`src/rtl/regfile_scan.sv`:
```
`timescale 1ns/1ps
`default_nettype none
// ============================================================================
//  Module   : regfile_scan
//  Purpose  : Parametrised integer register file for the cpu core. It has
//             combinational multi-port reads and a single write port, and
//             register 0 is hard-wired to zero. A scan engine steps the low
//             LED_WIDTH bits of registers 1..2^ADDR_WIDTH-1 onto the board
//             LEDs, holding each register for SCAN_PERIOD cycles. Outside a
//             scan the LEDs show register SHOW_REG.
//  Ports    : clock        - rising-edge clock
//             reset_n      - asynchronous active-low reset
//             rd_addr      - packed read addresses, port p at [p*AW +: AW]
//             rd_data      - packed read data,     port p at [p*DW +: DW]
//             wr_en        - write enable
//             wr_addr      - write address (writes to 0 are discarded)
//             wr_data      - write data
//             scan_start   - one-cycle scan request (ignored while busy)
//             scan_busy    - high while a scan is running
//             led          - active-high LED value
//  Options  : REGFILE_BYPASS_EN - when defined, a read port whose address
//             matches an active non-zero write returns wr_data in the same
//             cycle. The LED path is never bypassed.
//  Revision : 1.0 - initial release
// ============================================================================
module regfile_scan #(
    parameter int DATA_WIDTH  = 32,
    parameter int ADDR_WIDTH  = 5,
    parameter int READ_PORTS  = 2,
    parameter int LED_WIDTH   = 6,
    parameter int SHOW_REG    = 1,
    parameter int SCAN_PERIOD = 4
) (
    input  logic                             clock,
    input  logic                             reset_n,
    input  logic [READ_PORTS*ADDR_WIDTH-1:0] rd_addr,
    output logic [READ_PORTS*DATA_WIDTH-1:0] rd_data,
    input  logic                             wr_en,
    input  logic [ADDR_WIDTH-1:0]            wr_addr,
    input  logic [DATA_WIDTH-1:0]            wr_data,
    input  logic                             scan_start,
    output logic                             scan_busy,
    output logic [LED_WIDTH-1:0]             led
);

    localparam int c_depth = 1 << ADDR_WIDTH;
    localparam int c_cnt_w = $clog2(SCAN_PERIOD) + 1;

    localparam logic [ADDR_WIDTH-1:0] c_first_idx = ADDR_WIDTH'(1);
    localparam logic [ADDR_WIDTH-1:0] c_last_idx  = ADDR_WIDTH'(c_depth - 1);
    localparam logic [ADDR_WIDTH-1:0] c_show_addr = ADDR_WIDTH'(SHOW_REG);
    localparam logic [c_cnt_w-1:0]    c_last_cnt  = c_cnt_w'(SCAN_PERIOD - 1);

    localparam logic [0:0] c_st_idle = 1'b0;
    localparam logic [0:0] c_st_scan = 1'b1;

    // ------------------------------------------------------------------------
    // Register storage. Entry 0 is cleared by reset and never written, so it
    // always reads as zero without any extra read-side muxing.
    // ------------------------------------------------------------------------
    logic [DATA_WIDTH-1:0] r_regs [c_depth];
    logic                  w_wr_valid;

    assign w_wr_valid = wr_en && (wr_addr != '0);

    always_ff @(posedge clock or negedge reset_n) begin
        if (!reset_n) begin
            for (int i = 0; i < c_depth; i++) begin
                r_regs[i] <= '0;
            end
        end else if (w_wr_valid) begin
            r_regs[wr_addr] <= wr_data;
        end
    end

    // ------------------------------------------------------------------------
    // Read ports: independent combinational lookups.
    // ------------------------------------------------------------------------
    for (genvar p = 0; p < READ_PORTS; p++) begin : g_rd_port
        logic [ADDR_WIDTH-1:0] w_addr;
        assign w_addr = rd_addr[p*ADDR_WIDTH +: ADDR_WIDTH];
`ifdef REGFILE_BYPASS_EN
        // reset_n gates the bypass so every port reads zero during reset,
        // even if a write is being presented at the same time.
        assign rd_data[p*DATA_WIDTH +: DATA_WIDTH] =
            (reset_n && w_wr_valid && (wr_addr == w_addr)) ? wr_data : r_regs[w_addr];
`else
        assign rd_data[p*DATA_WIDTH +: DATA_WIDTH] = r_regs[w_addr];
`endif
    end

    // ------------------------------------------------------------------------
    // Scan FSM. r_index walks 1..depth-1 and never wraps to 0; r_count
    // holds each register on the LEDs for SCAN_PERIOD cycles.
    // ------------------------------------------------------------------------
    logic [0:0]            r_state;
    logic [ADDR_WIDTH-1:0] r_index;
    logic [c_cnt_w-1:0]    r_count;

    always_ff @(posedge clock or negedge reset_n) begin
        if (!reset_n) begin
            r_state <= c_st_idle;
            r_index <= c_first_idx;
            r_count <= '0;
        end else begin
            case (r_state)
                c_st_idle: begin
                    if (scan_start) begin
                        r_state <= c_st_scan;
                        r_index <= c_first_idx;
                        r_count <= '0;
                    end
                end
                c_st_scan: begin
                    if (r_count == c_last_cnt) begin
                        r_count <= '0;
                        if (r_index == c_last_idx) begin
                            // Finished the last register; a start request on
                            // this same edge is deliberately not honoured.
                            r_state <= c_st_idle;
                            r_index <= c_first_idx;
                        end else begin
                            r_index <= r_index + c_first_idx;
                        end
                    end else begin
                        r_count <= r_count + c_cnt_w'(1);
                    end
                end
                default: begin
                    r_state <= c_st_idle;
                    r_index <= c_first_idx;
                    r_count <= '0;
                end
            endcase
        end
    end

    // ------------------------------------------------------------------------
    // LED output reads stored contents only, so a write shows up on the LEDs
    // in the cycle after its edge regardless of bypass.
    // ------------------------------------------------------------------------
    logic [ADDR_WIDTH-1:0] w_led_addr;

    assign scan_busy  = (r_state == c_st_scan);
    assign w_led_addr = scan_busy ? r_index : c_show_addr;
    assign led        = r_regs[w_led_addr][LED_WIDTH-1:0];

endmodule
`default_nettype wire

```
`config.mk`:
```
export PLATFORM = sky130hd
export DESIGN_NAME = regfile_scan
export DESIGN_NICKNAME = d
export VERILOG_FILES = /design/src/rtl/regfile_scan.sv
export SDC_FILE = /design/constraint.sdc
export NUM_CORES = 2
export LEC_CHECK = 0
export CAP_MARGIN = 40
export CORE_MARGIN = 4
export CORE_UTILIZATION = 55
export CTS_CLUSTER_SIZE = 28
export DETAILED_ROUTE_END_ITERATION = 8
export PLACE_DENSITY = 0.87
export SLEW_MARGIN = 20
export SYNTH_ARGS = -nofsm -noshare
export SYNTH_HDL_FRONTEND = slang
export SYNTH_SLANG_ARGS = --single-unit
```
`constraint.sdc`:
```
create_clock -name clock -period 2.8 [get_ports clock]
set_clock_uncertainty 0.15 [all_clocks]
set_input_delay 0.56 -clock clock [delete_from_list [all_inputs] [get_ports clock]]
set_output_delay 0.56 -clock clock [all_outputs]
set_load 0.1 [all_outputs]
```
# ---- After elaboration in Yosys (flattened, before gate mapping)
# Index checks and enable logic that the tools add are counted.
dict set report op_classes {
  add_sub_neg 2
  n_mul 0
  div_mod_pow 0
  order_cmp 5
  n_eq_ne 4
  shifts 0
  mux 24
  n_bitwise 5
  reduce_logical 4
}
# cell count
set ops {}
lappend ops {{bitwise mux 1024 bit} 1}
lappend ops {{binary-select mux 32 bit (select 5 bit)} 3}
lappend ops {{demux 32 bit (select 5 bit)} 1}
lappend ops {{2-to-1 mux 32 bit} 5}
lappend ops {{>= comparator 6 bit (second input constant)} 4}
lappend ops {{inverter 5 -> 6 bit} 4}
lappend ops {{2-to-1 mux 5 bit} 4}
lappend ops {{2-to-1 mux 6 bit} 2}
lappend ops {{case mux 5 bit (2 select lines)} 1}
lappend ops {{less-than comparator 6 x 1 -> 1 bit (second input constant)} 1}
lappend ops {{2-to-1 mux 3 bit} 2}
lappend ops {{case mux 3 bit (2 select lines)} 1}
lappend ops {{adder 5 x 1 -> 5 bit (second input constant)} 1}
lappend ops {{equality test 5 bit (second input constant)} 1}
lappend ops {{nonzero test 5 bit} 1}
lappend ops {{adder 3 x 1 -> 3 bit (second input constant)} 1}
lappend ops {{equality test 3 x 2 -> 1 bit (second input constant)} 1}
lappend ops {{2-to-1 mux 1 bit} 3}
lappend ops {{logical AND 1 bit} 2}
lappend ops {{inequality test 2 x 1 -> 1 bit (second input constant)} 1}
lappend ops {{inequality test 2 bit (second input constant)} 1}
lappend ops {{case mux 1 bit (2 select lines)} 1}
lappend ops {{AND reduction 2 bit} 1}
lappend ops {{inverter 1 bit} 1}
dict set report totals {
  reg_bits 1033
  latchBits 0
  ramBits 0
  rom_bits 0
  word_cells 79
  memories 0
}

# ---- Longest topological paths before layout
dict set report logic_depth {
  depth_word 6
  depth_mapped 9
  ltp_nobuf 8
}

# ---- Worst setup path before layout
# Ideal clock, no wire load.
dict set report synth_timing {
  path_kind {input-to-output}
  start {input rd_addr[9]}
  end {output rd_data[35]}
  t_arrival_ns 3.014
  required_ns 2.090
  setup_slack_ns -0.924
  stages 5
  path_buffers 2
  path_cell_list {buf_2 buf_1 mux4_2 inv_1 o21ai_1}
}
dict set report synth_via {
  elab_chain_cells 4
}
# element line
set synth_rtl {}
lappend synth_rtl {{start, declared} 36} ;# input logic [READ_PORTS*ADDR_WIDTH-1:0] rd_addr,
lappend synth_rtl {{inverter 5 -> 6 bit (not written as such)} 88} ;# assign rd_data[p*DATA_WIDTH +: DATA_WIDTH] = r_regs[w_addr];
lappend synth_rtl {{binary-select mux 32 bit (select 5 bit)} 88}
lappend synth_rtl {{2-to-1 mux 32 bit (not written as such) (2 in a row)} 88}
lappend synth_rtl {{end, declared} 37} ;# output logic [READ_PORTS*DATA_WIDTH-1:0] rd_data,
# No other way between the ends. The select of a mux whose other input is x is not followed.

# ---- Worst setup path after layout
dict set report layout_timing {
  start {register r_index[0]}
  end {output led[5]}
}
dict set report layout_via {
  elab_chain_cells 5
}
# element line
set layout_rtl {}
lappend layout_rtl {{start, declared} 97} ;# logic [ADDR_WIDTH-1:0] r_index;
lappend layout_rtl {{start signal, assigned} 103} ;# r_index <= c_first_idx;
lappend layout_rtl {{start signal, assigned} 110} ;# r_index <= c_first_idx;
lappend layout_rtl {{start signal, assigned} 121} ;# r_index <= c_first_idx;
lappend layout_rtl {{2-to-1 mux 5 bit} 145} ;# assign w_led_addr = scan_busy ? r_index : c_show_addr;
lappend layout_rtl {{inverter 5 -> 6 bit (not written as such)} 146} ;# assign led = r_regs[w_led_addr][LED_WIDTH-1:0];
lappend layout_rtl {{binary-select mux 32 bit (select 5 bit)} 146}
lappend layout_rtl {{2-to-1 mux 6 bit (not written as such) (2 in a row)} 146}
lappend layout_rtl {{end, declared} 43} ;# output logic [LED_WIDTH-1:0] led
# No other way between the ends. The select of a mux whose other input is x is not followed.

==> run summary <==
Status -> finished with violations
Failing checks -> setup timing
Worst path required time -> 2090 ps
Yosys Warn Count -> 0
Largest net degree at the start of global routing -> 121
Number of port buffers -> 121
Sequential fraction of the synthesis area -> 46.0%
Max-slew headroom -> 54.2%
Switching part of the total -> 34.0%
Number of top-level pins -> 122
F_max -> 275 MHz
RSZ-0062 raised after global routing -> yes
Pre-antenna DRT Iters -> 8
Part of the power in combinational logic -> 34.5%
CTS sink count -> 1,033
Area grow syn2layout -> 24.1%
Final Cycle Share -> 130%
Chip Height -> 328 µm
Net Count, Synth -> 3,626
Post-synth ARST share -> 100%
First-pass GRT wire length -> 280,000 µm
WL final -> 193,000 µm
Type of origin of the critical path -> register
Top Metal Used -> met5
Initial antenna violation count -> 2
Clock slew at reported path FFs -> 60 ps
Ant. Diodes -> 0
Worst setup margin -> -831 ps
Core ar. -> 0.101 mm²
Post-place setup slack -> -444 ps
Worst Hold Class -> register to register
Arr. time, crit path -> 2920 ps
Detail Route met3 WL -> 24,300 µm
CTS Buf Count -> 105
Top FF cell, synth -> dfrtp_1
Register area -> 0.0259 mm²
Antenna viol nets, final -> 0
Number of H-tree levels -> 3
Largest area contributor in the netlist -> dfrtp_1
P per Cell Area -> 785 mW/mm²
Final hold violations -> 0
Fillers -> 5,698
Vias -> 39.9k
Post-synth EDFFs -> 0
Hpwl dp -> 106,000 µm
CTS tree -> yes
DRT iter0 DRCs -> 5,355
Total global-route track usage -> 35.1%
Most numerous cell in the Yosys netlist -> dfrtp_1
Reg power frac -> 37.9%
Die area -> 0.107 mm²
Crit-path cells -> buf_8, nand2b_2, o21ai_0, a21oi_1, nor3_1, o32a_4, buf_12
Die X-Extent -> 328 µm
Max incr delay on CP -> 670 ps
LEAKAGE -> 30.0 nW
Fin util -> 69.3%
Synth cell types -> 39
Number of global-route vias before repair -> 42.3k
Layout cell share with drive strength beyond 1 -> 64.9%
Synthesized area per cell -> 15.7 µm²
Net Sw Power -> 18.6 mW
Final Setup Violations -> 70
Slowest CP cell -> dfstp_2
Final net count -> 3,941
Skew-Pair Late Insertion Delay -> 690 ps
Post-route DRC -> 0
Clock share of power -> 27.6%
CTS root buf -> clkbuf_16
Num rows -> 116
Initial core utilization -> 55.8%
Largest cells by area after synthesis -> dfrtp_1, mux4_2, mux2_2
Crit end category -> output port
Vias per cell -> 7.48
CTS Buffer Depth -> 3
Post-synth top area share -> 46.0%
Pins Over Slew Limit -> 0
Grt ovf -> 0
Crit path kind -> register to output port
Non-Filler Cell Area, Final -> 0.0698 mm²
Gp weighted congestion -> 0.868
Synthesized area -> 0.0562 mm²
Internal power -> 36.2 mW
Final Critical Period -> 3630 ps
Footprint of the multi-input gates -> 0.0297 mm²
Maximum VDD drop -> 818 µV
Routed met2 length -> 89,300 µm
Worst-margin pin slew -> 682 ps
WL/cell -> 36.1 µm
Critical path fanouts, max -> 6
Synth Instances -> 3,572
Max_cap viols -> 0
Wl on met1 -> 63,500 µm
Placement Cell Area -> 0.0637 mm²
Post-synth top cells -> dfrtp_1, mux2_2, mux4_2, clkbuf_1, nand2_1
Synth Register Bits -> 1,033
==> power by group through the flow <==
stage,Combinational [mW],Sequential [mW],Clock [mW]
after floorplan,12.0,19.4,0
after global placement,16.3,20.0,0
after detailed placement,16.8,20.3,0
after CTS,17.9,20.2,15.0
after global routing,19.5,20.9,15.7
final,18.9,20.7,15.1
==> area by class of cell <==
class	count	share of cell area, %
clock buffers	151	4.36
clock inverters	42	0.859
multi-input cells	2062	42.5
repair buffers	621	12.4
flip-flops and latches	1033	37.1
inverters	64	0.344
well taps	1357	2.43
==> cell usage in the layout (no fill, tap or decap), types with 5 or more instances in the layout <==
master,count
o31ai_1,5
mux2_1,93
nand2_4,11
a21oi_1,13
dfrtp_2,6
nor3_1,12
a31oi_1,11
buf_12,238
o21ai_4,64
o22ai_1,5
nor2_1,12
nor2b_1,8
nor2_4,12
a21o_1,12
a22o_1,5
buf_16,30
clkinv_2,17
mux2_2,927
dfrtp_1,1025
a221oi_2,14
nand2_1,24
inv_1,22
o21ai_0,19
clkbuf_8,22
buf_4,269
nand2_2,66
buf_6,21
inv_6,6
o32a_4,6
o22ai_2,7
buf_8,19
inv_2,42
mux4_2,640
mux2i_1,34
clkdlybuf4s50_1,39
clkbuf_1,23
bufinv_16,13
clkbuf_16,109
nand2b_1,10
==> layer usage <==
metal,vias to the layer above,global-route usage [%]
met1,20600,43.5
li1,14500,-
met3,1132,10.6
met4,2,22.1
met5,-,0
met2,3645,54.5
==> logic make-up after synthesis <==
logic type,Yosys count,synth area share (%)
muxes,1699,46.8
and+or+nand+nor,180,1.40
adders and majority gates,3,0.0668
AOI/OAI and AO/OA,180,1.97
buffers and inverters,477,3.77
DFF,1033,46.0
==> state kept, by name (all words and copies together) (netlist names) <==
| name | cells |
|---|---|
| r_count | 3 |
| r_regs | 1024 |
| scan_busy | 1 |
| r_index | 5 |
==> timing repair <==
item / in CTS / in global routing
hold buffers: 1 / 0
hold endpoints to repair: 76 / 0
setup endpoints to repair: 70 / 70
pin swaps: 46 / 19
setup buffers: 81 / 42
gates resized for setup: 212 / 62
cloned: 23 / 3
==> per-stage QoR <==
| step | instances | setup TNS, ps | hold WS [ps] | power, mW |
|---|---|---|---|---|
| after floorplan | 3572 | -8990 | 114 | 31.4 |
| after global placement | 4999 | -32860 | 227 | 36.3 |
| after detailed placement | 5000 | -45530 | 232 | 37.1 |
| after CTS | 5297 | -30000 | 247 | 53.1 |
| after global routing | 5330 | -33270 | 259 | 56.1 |
| final | 5330 | -31950 | 245 | 54.7 |
==> worst paths after layout <==
check                                        start                       to  slack, ps  depth (start not counted)
max                         r_index[0]$_DFFE_PN1P_                   led[5]       -830                          7
min                        r_regs[999]$_DFFE_PN0P_  r_regs[999]$_DFFE_PN0P_        240                          0
max reg2reg                 r_index[0]$_DFFE_PN1P_   r_index[3]$_DFFE_PN0P_        350                         11
min reg2reg                r_regs[999]$_DFFE_PN0P_  r_regs[999]$_DFFE_PN0P_        240                          0
max in group asynchronous                  reset_n  r_regs[656]$_DFFE_PN0P_       1240                          4
min in group asynchronous                  reset_n  r_regs[957]$_DFFE_PN0P_        250                          2
==> worst max-delay path, delay by kind of cell (launching register included) <==
family | cells | cell delay (ps)
buf+inv | 2 | 350
simple gates | 2 | 430
flops | 1 | 670
compound gates | 3 | 770
Power figures use the tool's default switching activity.
